**src/rtl/barrel_sched.sv**
```systemverilog
// ---------------------------------------------------------------------------
// barrel_sched
//   Two-requester round-robin scheduler and pass sequencer for a shared,
//   registered barrel rotator. The winning operand and rotate amount are
//   latched, then the rotator is driven for as many passes as the amount
//   needs (each pass rotates by at most DATA_SIZE-1). The result is returned
//   with the winner's ID on a valid/ready response channel.
//
// Ports
//   clk, reset                  clock (rising edge), async active-high reset
//   req{0,1}_valid/ready        request handshake per requester
//   req{0,1}_data/amt           operand and right-rotate amount
//   brl_load/sel/data_in        rotator controls (load: 1 = take data_in)
//   brl_data_out                rotator registered output
//   rsp_valid/ready/data/id     response handshake, result and owner ID
//   busy                        high whenever the scheduler is not idle
// ---------------------------------------------------------------------------
module barrel_sched #(
  parameter int DATA_SIZE = 8,
  parameter int SEL_W     = 3,
  parameter int AMT_W     = 5
) (
  input  logic                 clk,
  input  logic                 reset,
  input  logic                 req0_valid,
  output logic                 req0_ready,
  input  logic [DATA_SIZE-1:0] req0_data,
  input  logic [AMT_W-1:0]     req0_amt,
  input  logic                 req1_valid,
  output logic                 req1_ready,
  input  logic [DATA_SIZE-1:0] req1_data,
  input  logic [AMT_W-1:0]     req1_amt,
  output logic                 brl_load,
  output logic [SEL_W-1:0]     brl_sel,
  output logic [DATA_SIZE-1:0] brl_data_in,
  input  logic [DATA_SIZE-1:0] brl_data_out,
  output logic                 rsp_valid,
  input  logic                 rsp_ready,
  output logic [DATA_SIZE-1:0] rsp_data,
  output logic                 rsp_id,
  output logic                 busy
);

  localparam logic [1:0] ST_IDLE = 2'd0;
  localparam logic [1:0] ST_PASS = 2'd1;
  localparam logic [1:0] ST_DONE = 2'd2;

  // Largest rotate the rotator can perform in a single pass.
  localparam logic [AMT_W-1:0] MAX_CHUNK = AMT_W'(DATA_SIZE - 1);

  logic [1:0]           state_q, state_d;
  logic                 rr_last_q, rr_last_d;
  logic [AMT_W-1:0]     rem_q, rem_d;
  logic                 first_q, first_d;
  logic                 id_q, id_d;
  logic [DATA_SIZE-1:0] data_in_q, data_in_d;

  logic                 grant0, grant1;
  logic                 idle, in_pass, in_done, accept;
  logic [AMT_W-1:0]     chunk, rem_next;

  // Round-robin grant: on contention, the requester that did not win last.
  // NOTE: every variable assigned in an always_comb gets a default first, so
  // no path leaves it unassigned and no latch is inferred.
  always_comb begin
    grant0 = req0_valid;
    grant1 = req1_valid;
    if (req0_valid && req1_valid) begin
      grant0 = rr_last_q;
      grant1 = !rr_last_q;
    end
  end

  assign idle    = (state_q == ST_IDLE);
  assign in_pass = (state_q == ST_PASS);
  assign in_done = (state_q == ST_DONE);

  // Ready is suppressed while reset is held so nothing is offered then.
  assign req0_ready = idle && grant0 && !reset;
  assign req1_ready = idle && grant1 && !reset;
  assign accept     = req0_ready || req1_ready;

  assign chunk    = (rem_q > MAX_CHUNK) ? MAX_CHUNK : rem_q;
  assign rem_next = rem_q - chunk;

  always_comb begin
    state_d   = state_q;
    rr_last_d = rr_last_q;
    rem_d     = rem_q;
    first_d   = first_q;
    id_d      = id_q;
    data_in_d = data_in_q;
    case (state_q)
      ST_IDLE: begin
        if (accept) begin
          data_in_d = req1_ready ? req1_data : req0_data;
          rem_d     = req1_ready ? req1_amt  : req0_amt;
          id_d      = req1_ready;
          rr_last_d = req1_ready;
          first_d   = 1'b1;
          state_d   = ST_PASS;
        end
      end
      ST_PASS: begin
        // An amount of 0 still runs one pass so the operand gets loaded.
        rem_d   = rem_next;
        first_d = 1'b0;
        if (rem_next == '0) state_d = ST_DONE;
      end
      ST_DONE: begin
        if (rsp_ready) state_d = ST_IDLE;
      end
      default: state_d = ST_IDLE;
    endcase
  end

  // NOTE: sequential state uses non-blocking assignments so every flop
  // samples the pre-edge values regardless of statement order.
  always_ff @(posedge clk or posedge reset) begin
    if (reset) begin
      state_q   <= ST_IDLE;
      rr_last_q <= 1'b1;
      rem_q     <= '0;
      first_q   <= 1'b0;
      id_q      <= 1'b0;
      data_in_q <= '0;
    end else begin
      state_q   <= state_d;
      rr_last_q <= rr_last_d;
      rem_q     <= rem_d;
      first_q   <= first_d;
      id_q      <= id_d;
      data_in_q <= data_in_d;
    end
  end

  // Outside PASS the rotator recirculates its own output with a 0 rotate,
  // which keeps the result stable while the response waits for ready.
  assign brl_load    = in_pass && first_q;
  assign brl_sel     = in_pass ? SEL_W'(chunk) : '0;
  assign brl_data_in = data_in_q;

  assign rsp_valid = in_done;
  assign rsp_data  = in_done ? brl_data_out : '0;
  assign rsp_id    = in_done && id_q;
  assign busy      = !idle;

endmodule
```
**config.mk**
```make
export PLATFORM = sky130hd
export DESIGN_NAME = barrel_sched
export DESIGN_NICKNAME = d
export VERILOG_FILES = /design/src/rtl/barrel_sched.sv
export SDC_FILE = /design/constraint.sdc
export NUM_CORES = 1
export LEC_CHECK = 0
export CAP_MARGIN = 40
export CORE_UTILIZATION = 30
export DETAILED_ROUTE_END_ITERATION = 10
export PLACE_DENSITY_LB_ADDON = 0.1
export SLEW_MARGIN = 10
export SYNTH_ARGS = -nofsm -noshare
export SYNTH_HDL_FRONTEND = slang
export SYNTH_SLANG_ARGS = --single-unit
```
**constraint.sdc**
```tcl
create_clock -name clk -period 1.7 [get_ports clk]
set_clock_uncertainty 0.1 [all_clocks]
set_input_delay 0.34 -clock clk [delete_from_list [all_inputs] [get_ports clk]]
set_output_delay 0.34 -clock clk [all_outputs]
set_load 0.03 [all_outputs]
```
-- After elaboration in Yosys (flattened, before gate mapping)
Cells that the tools add are included.
- equal/unequal tests: 5
- magnitude comparators: 1
- mux-type cells: 15
- reduce and logical (&&, ||, !) cells: 17
- $add $sub $neg: 1
- operators by type and width (kind ; count):
    $mux W8 ; 2
    $mux W5 ; 3
    $pmux W5 S2 ; 1
    $logic_and A1 B1 Y1 ; 7
    $mux W2 ; 3
    $pmux W2 S3 ; 1
    $gt A5 B3 Y1 const B ; 1
    $logic_not A5 Y1 ; 1
    $sub A5 B5 Y5 ; 1
    $ne A2 B1 Y1 const B ; 2
    $reduce_and A2 Y1 ; 2
    $logic_not A1 Y1 ; 3
    $mux W1 ; 3
    $mux W3 ; 1
    $reduce_and A3 Y1 ; 1
    $eq A2 B1 Y1 const B ; 1
    $eq A2 B2 Y1 const B ; 1
    $logic_not A2 Y1 ; 1
    $ne A2 B2 Y1 const B ; 1
    $pmux W1 S2 ; 1
    $reduce_bool A2 Y1 ; 1
    $logic_or A1 B1 Y1 ; 1
- output and inout bits: 25
- logic and storage cells: 45
- register bits after elaboration: 18

-- Depth between registers and ports, before layout
- depth in word-level cells: 7
- mapped depth: 8

-- Worst setup path after synthesis
Ideal clock, no wire load.
- path type: register to output
- from: register state_q[0]
- to: output port rsp_data[0]
- cell stages (with the launch flop): 4
- required time: 1.260 ns
- arrival time: 1.368 ns
- setup slack: -0.108 ns
- cells stage by stage: dfrtp_1 -> nor2b_1 -> clkbuf_1 -> and2_1
- longest elaborated chain between the ends: 2
- RTL lines (item ; line ; text):
    start, declared ; 51 ; logic [1:0] state_q, state_d;
    start signal, assigned ; 128 ; state_q <= state_d;
    $eq A2 B2 Y1 ; 76 ; assign in_done = (state_q == ST_DONE);
    via rsp_valid ; 37 ; output logic rsp_valid,
    $mux W8 ; 144 ; assign rsp_data = in_done ? brl_data_out : '0;
    end, declared ; 39 ; output logic [DATA_SIZE-1:0] rsp_data,
The timed path passes the listed nets, and every way through them passes these cells.

-- Final worst setup path
- from: register state_q[1]
- to: output port req0_ready
- longest elaborated chain between the ends: 3
- RTL lines (item ; line ; text):
    $logic_not A2 Y1 ; 74 ; assign idle = (state_q == ST_IDLE);
    $logic_and A1 B1 Y1 (2 in a row) ; 79 ; assign req0_ready = idle && grant0 && !reset;
    end, declared ; 26 ; output logic req0_ready,
Every way passes these cells.

==> results.json <==
{
  "ctsHoldBuffers": 0,
  "syn_avg_cell_area_um2": 9.07,
  "crit_path_frequent_cell": "buf_6",
  "clk_pin_slew_ps": 70,
  "drc_errors": 0,
  "sequentialPowerShare": 0.211,
  "multiInputGateArea_um2": 753,
  "coreArea_mm2": 0.00369,
  "syn_nets": 168,
  "ctsLongestPathBuffers": 2,
  "combPwrFrac": 0.694,
  "power_density_mw_per_mm2": 1670,
  "syn_inst": 128,
  "end_kind": "output pin",
  "hp-class": "in2async",
  "layout_commonest_cell": "clkdlybuf4s50_1",
  "setup_ws_ps": -100,
  "routed_via_density": 4.78,
  "ys_seq_area_frac": 0.389,
  "antenna_found_initial": 0,
  "period_share": 1.06,
  "hold_violations": 0,
  "fin_crit_ps": 1800,
  "regArea_um2": 452,
  "grt_max_degree": 13,
  "clock_latency_ps": 250,
  "rsz0062_at_grt": "yes",
  "cts_sinks": 18,
  "place_area_mm2": 0.00192,
  "cp.required_ps": 1260,
  "synth_area_mm2": 0.00116,
  "fin_tns_setup_ps": -438,
  "switching_share": 0.442,
  "status": "finished with violations",
  "drive_above_1_share": 0.419,
  "crit_buf_inv": 2,
  "drtIter0Drc": 96,
  "wirelength_um": 3500,
  "violations": "negative setup slack",
  "worstPathArrival_ps": 1360,
  "max_slew_margin": 0.704,
  "grt_use_total": 0.174,
  "post_drt_wl_per_cell_um": 13.3,
  "diodes": 0,
  "design_area_mm2": 0.00222,
  "fill_cells": 343,
  "ys_seq_elements": 18,
  "synthToLayoutAreaGrowth_pct": 90.9,
  "synth_edf_count": 0,
  "slowest_delay_ps": 390,
  "cp_max_fo": 4,
  "rows": 22,
  "vdd_drop_max_v": 0.000720,
  "dieHeight_um": 64.2,
  "synth_ff_type": "dfrtp_1",
  "cp-start-kind": "register",
  "num_vias": 1256,
  "cts_root_buf": "clkbuf_8",
  "port_buffers": 63,
  "die_w_um": 64.2,
  "max_cap_viol_count": 0,
  "setup_viol": 13,
  "ys_warn_count": 0,
  "nets": 256,
  "p_switching_mw": 1.64,
  "cp_slowest_cell": "dfrtp_1",
  "finalMaxSlewViolations": 0,
  "p_clk_frac": 0.096,
  "cts_tree": "built",
  "grt_pass1_wl_um": 5580,
  "gp_congestion": 0.797,
  "start_util": 0.315,
  "cts_max_level": 1,
  "tightest_slew_ps": 441,
  "dp_hpwl_um": 2530,
  "dieArea_mm2": 0.00412,
  "grt_pass1_vias": 1250,
  "path_delay_family": "simple AND/OR/NAND/NOR gates",
  "path_cells": "buf_6, nor3_4, and3_4, buf_6",
  "p_leak_nw": 0.962,
  "numCtsBuffers": 3,
  "ant_nets": 0,
  "first_pass_iters": 4,
  "path_class": "reg2out",
  "timing.fmax_ghz": 0.555,
  "overflow": 0,
  "ios": 64,
  "async_flop_share": 1.00,
  "ys_types": 37,
  "final_cell_mix": "38 x clkdlybuf4s50_1, 21 x buf_4, 20 x nand2_1",
  "p_int_mw": 2.07
}
## power by group through the flow
| stage | combinational (mW) | clock (mW) | sequential, mW |
|---|---|---|---|
| 3_3_place_gp | 2.07 | 0 | 0.765 |
| 5_1_grt | 2.76 | 0.383 | 0.810 |
| 4_1_cts | 2.18 | 0.362 | 0.768 |
| 6_report | 2.57 | 0.356 | 0.780 |
| 2_1_floorplan | 1.09 | 0 | 0.974 |
| 3_5_place_dp | 2.09 | 0 | 0.770 |
## area by class of cell
type	count	share of cell area
Timing Repair Buffer	90	0.396
Multi-Input combinational cell	99	0.340
Sequential cell	18	0.204
Tap cell	48	0.0271
Clock buffer	4	0.0248
Inverter	4	0.00903
## Yosys cell counts (3+ instances only)
master   instances  area, µm²
buf_2            3       15.0
inv_1            3       11.3
dfrtp_1         17        425
mux2i_1          4       40.0
a21oi_1          3       15.0
nand2_1         20       75.1
or2_2            3       18.8
nor3_1           3       15.0
a21oi_2         17        149
and2_1          10       62.6
nor2_1          12       45.0
## worst paths after layout
| kind | start | to | slack (ps) | depth (start not counted) |
|---|---|---|---|---|
| hold / removal | reset | state_q[1] | 260 | 2 |
| min in group clk | id_q | id_q | 370 | 2 |
| max in group asynchronous | reset | rr_last_q | 790 | 3 |
| hold reg to reg | id_q | id_q | 370 | 2 |
| setup / recovery | state_q[1] | req0_ready | -100 | 4 |
| setup reg to reg | rem_q[4] | state_q[0] | -30 | 6 |
## cells by family after synthesis
group | share of synthesized area
compound gates | 0.236
simple gates | 0.269
buf+inv | 0.0603
mux | 0.0345
fa+ha+maj | 0.0108
flops | 0.389
## through the flow
stage          utilization  hold WS, ps  worst slack (ps)  instances  total power, mW
2_1_floorplan            -          178              15.9        128             2.07
3_3_place_gp         0.520          351              -219        251             2.83
3_5_place_dp         0.520          362              -221        251             2.86
4_1_cts              0.561          262              -104        258             3.31
5_1_grt              0.601          282              -164        263             3.96
6_report             0.601          264              -100        263             3.71
## routing by layer
layer / vias to the layer above / routed length [µm] / GRT usage
met5: - / 0 / 0
met4: 0 / 56 / 0.0167
met3: 6 / 149 / 0.0446
met2: 42 / 1870 / 0.324
met1: 599 / 1420 / 0.205
li1: 609 / - / -
## registers in the layout, summed over array words and instances (netlist names)
signal       count
state_q          2
rr_last_q        1
brl_data_in      8
rem_q            5
first_q          1
id_q             1
## repair_timing
item,CTS,global route
pin swaps,2,11
endpoints found under the setup margin,26,28
resized for setup,34,29
hold endpoints to repair,0,0
buffers inserted,4,5
No activity file was read; power rests on OpenSTA's default activity.
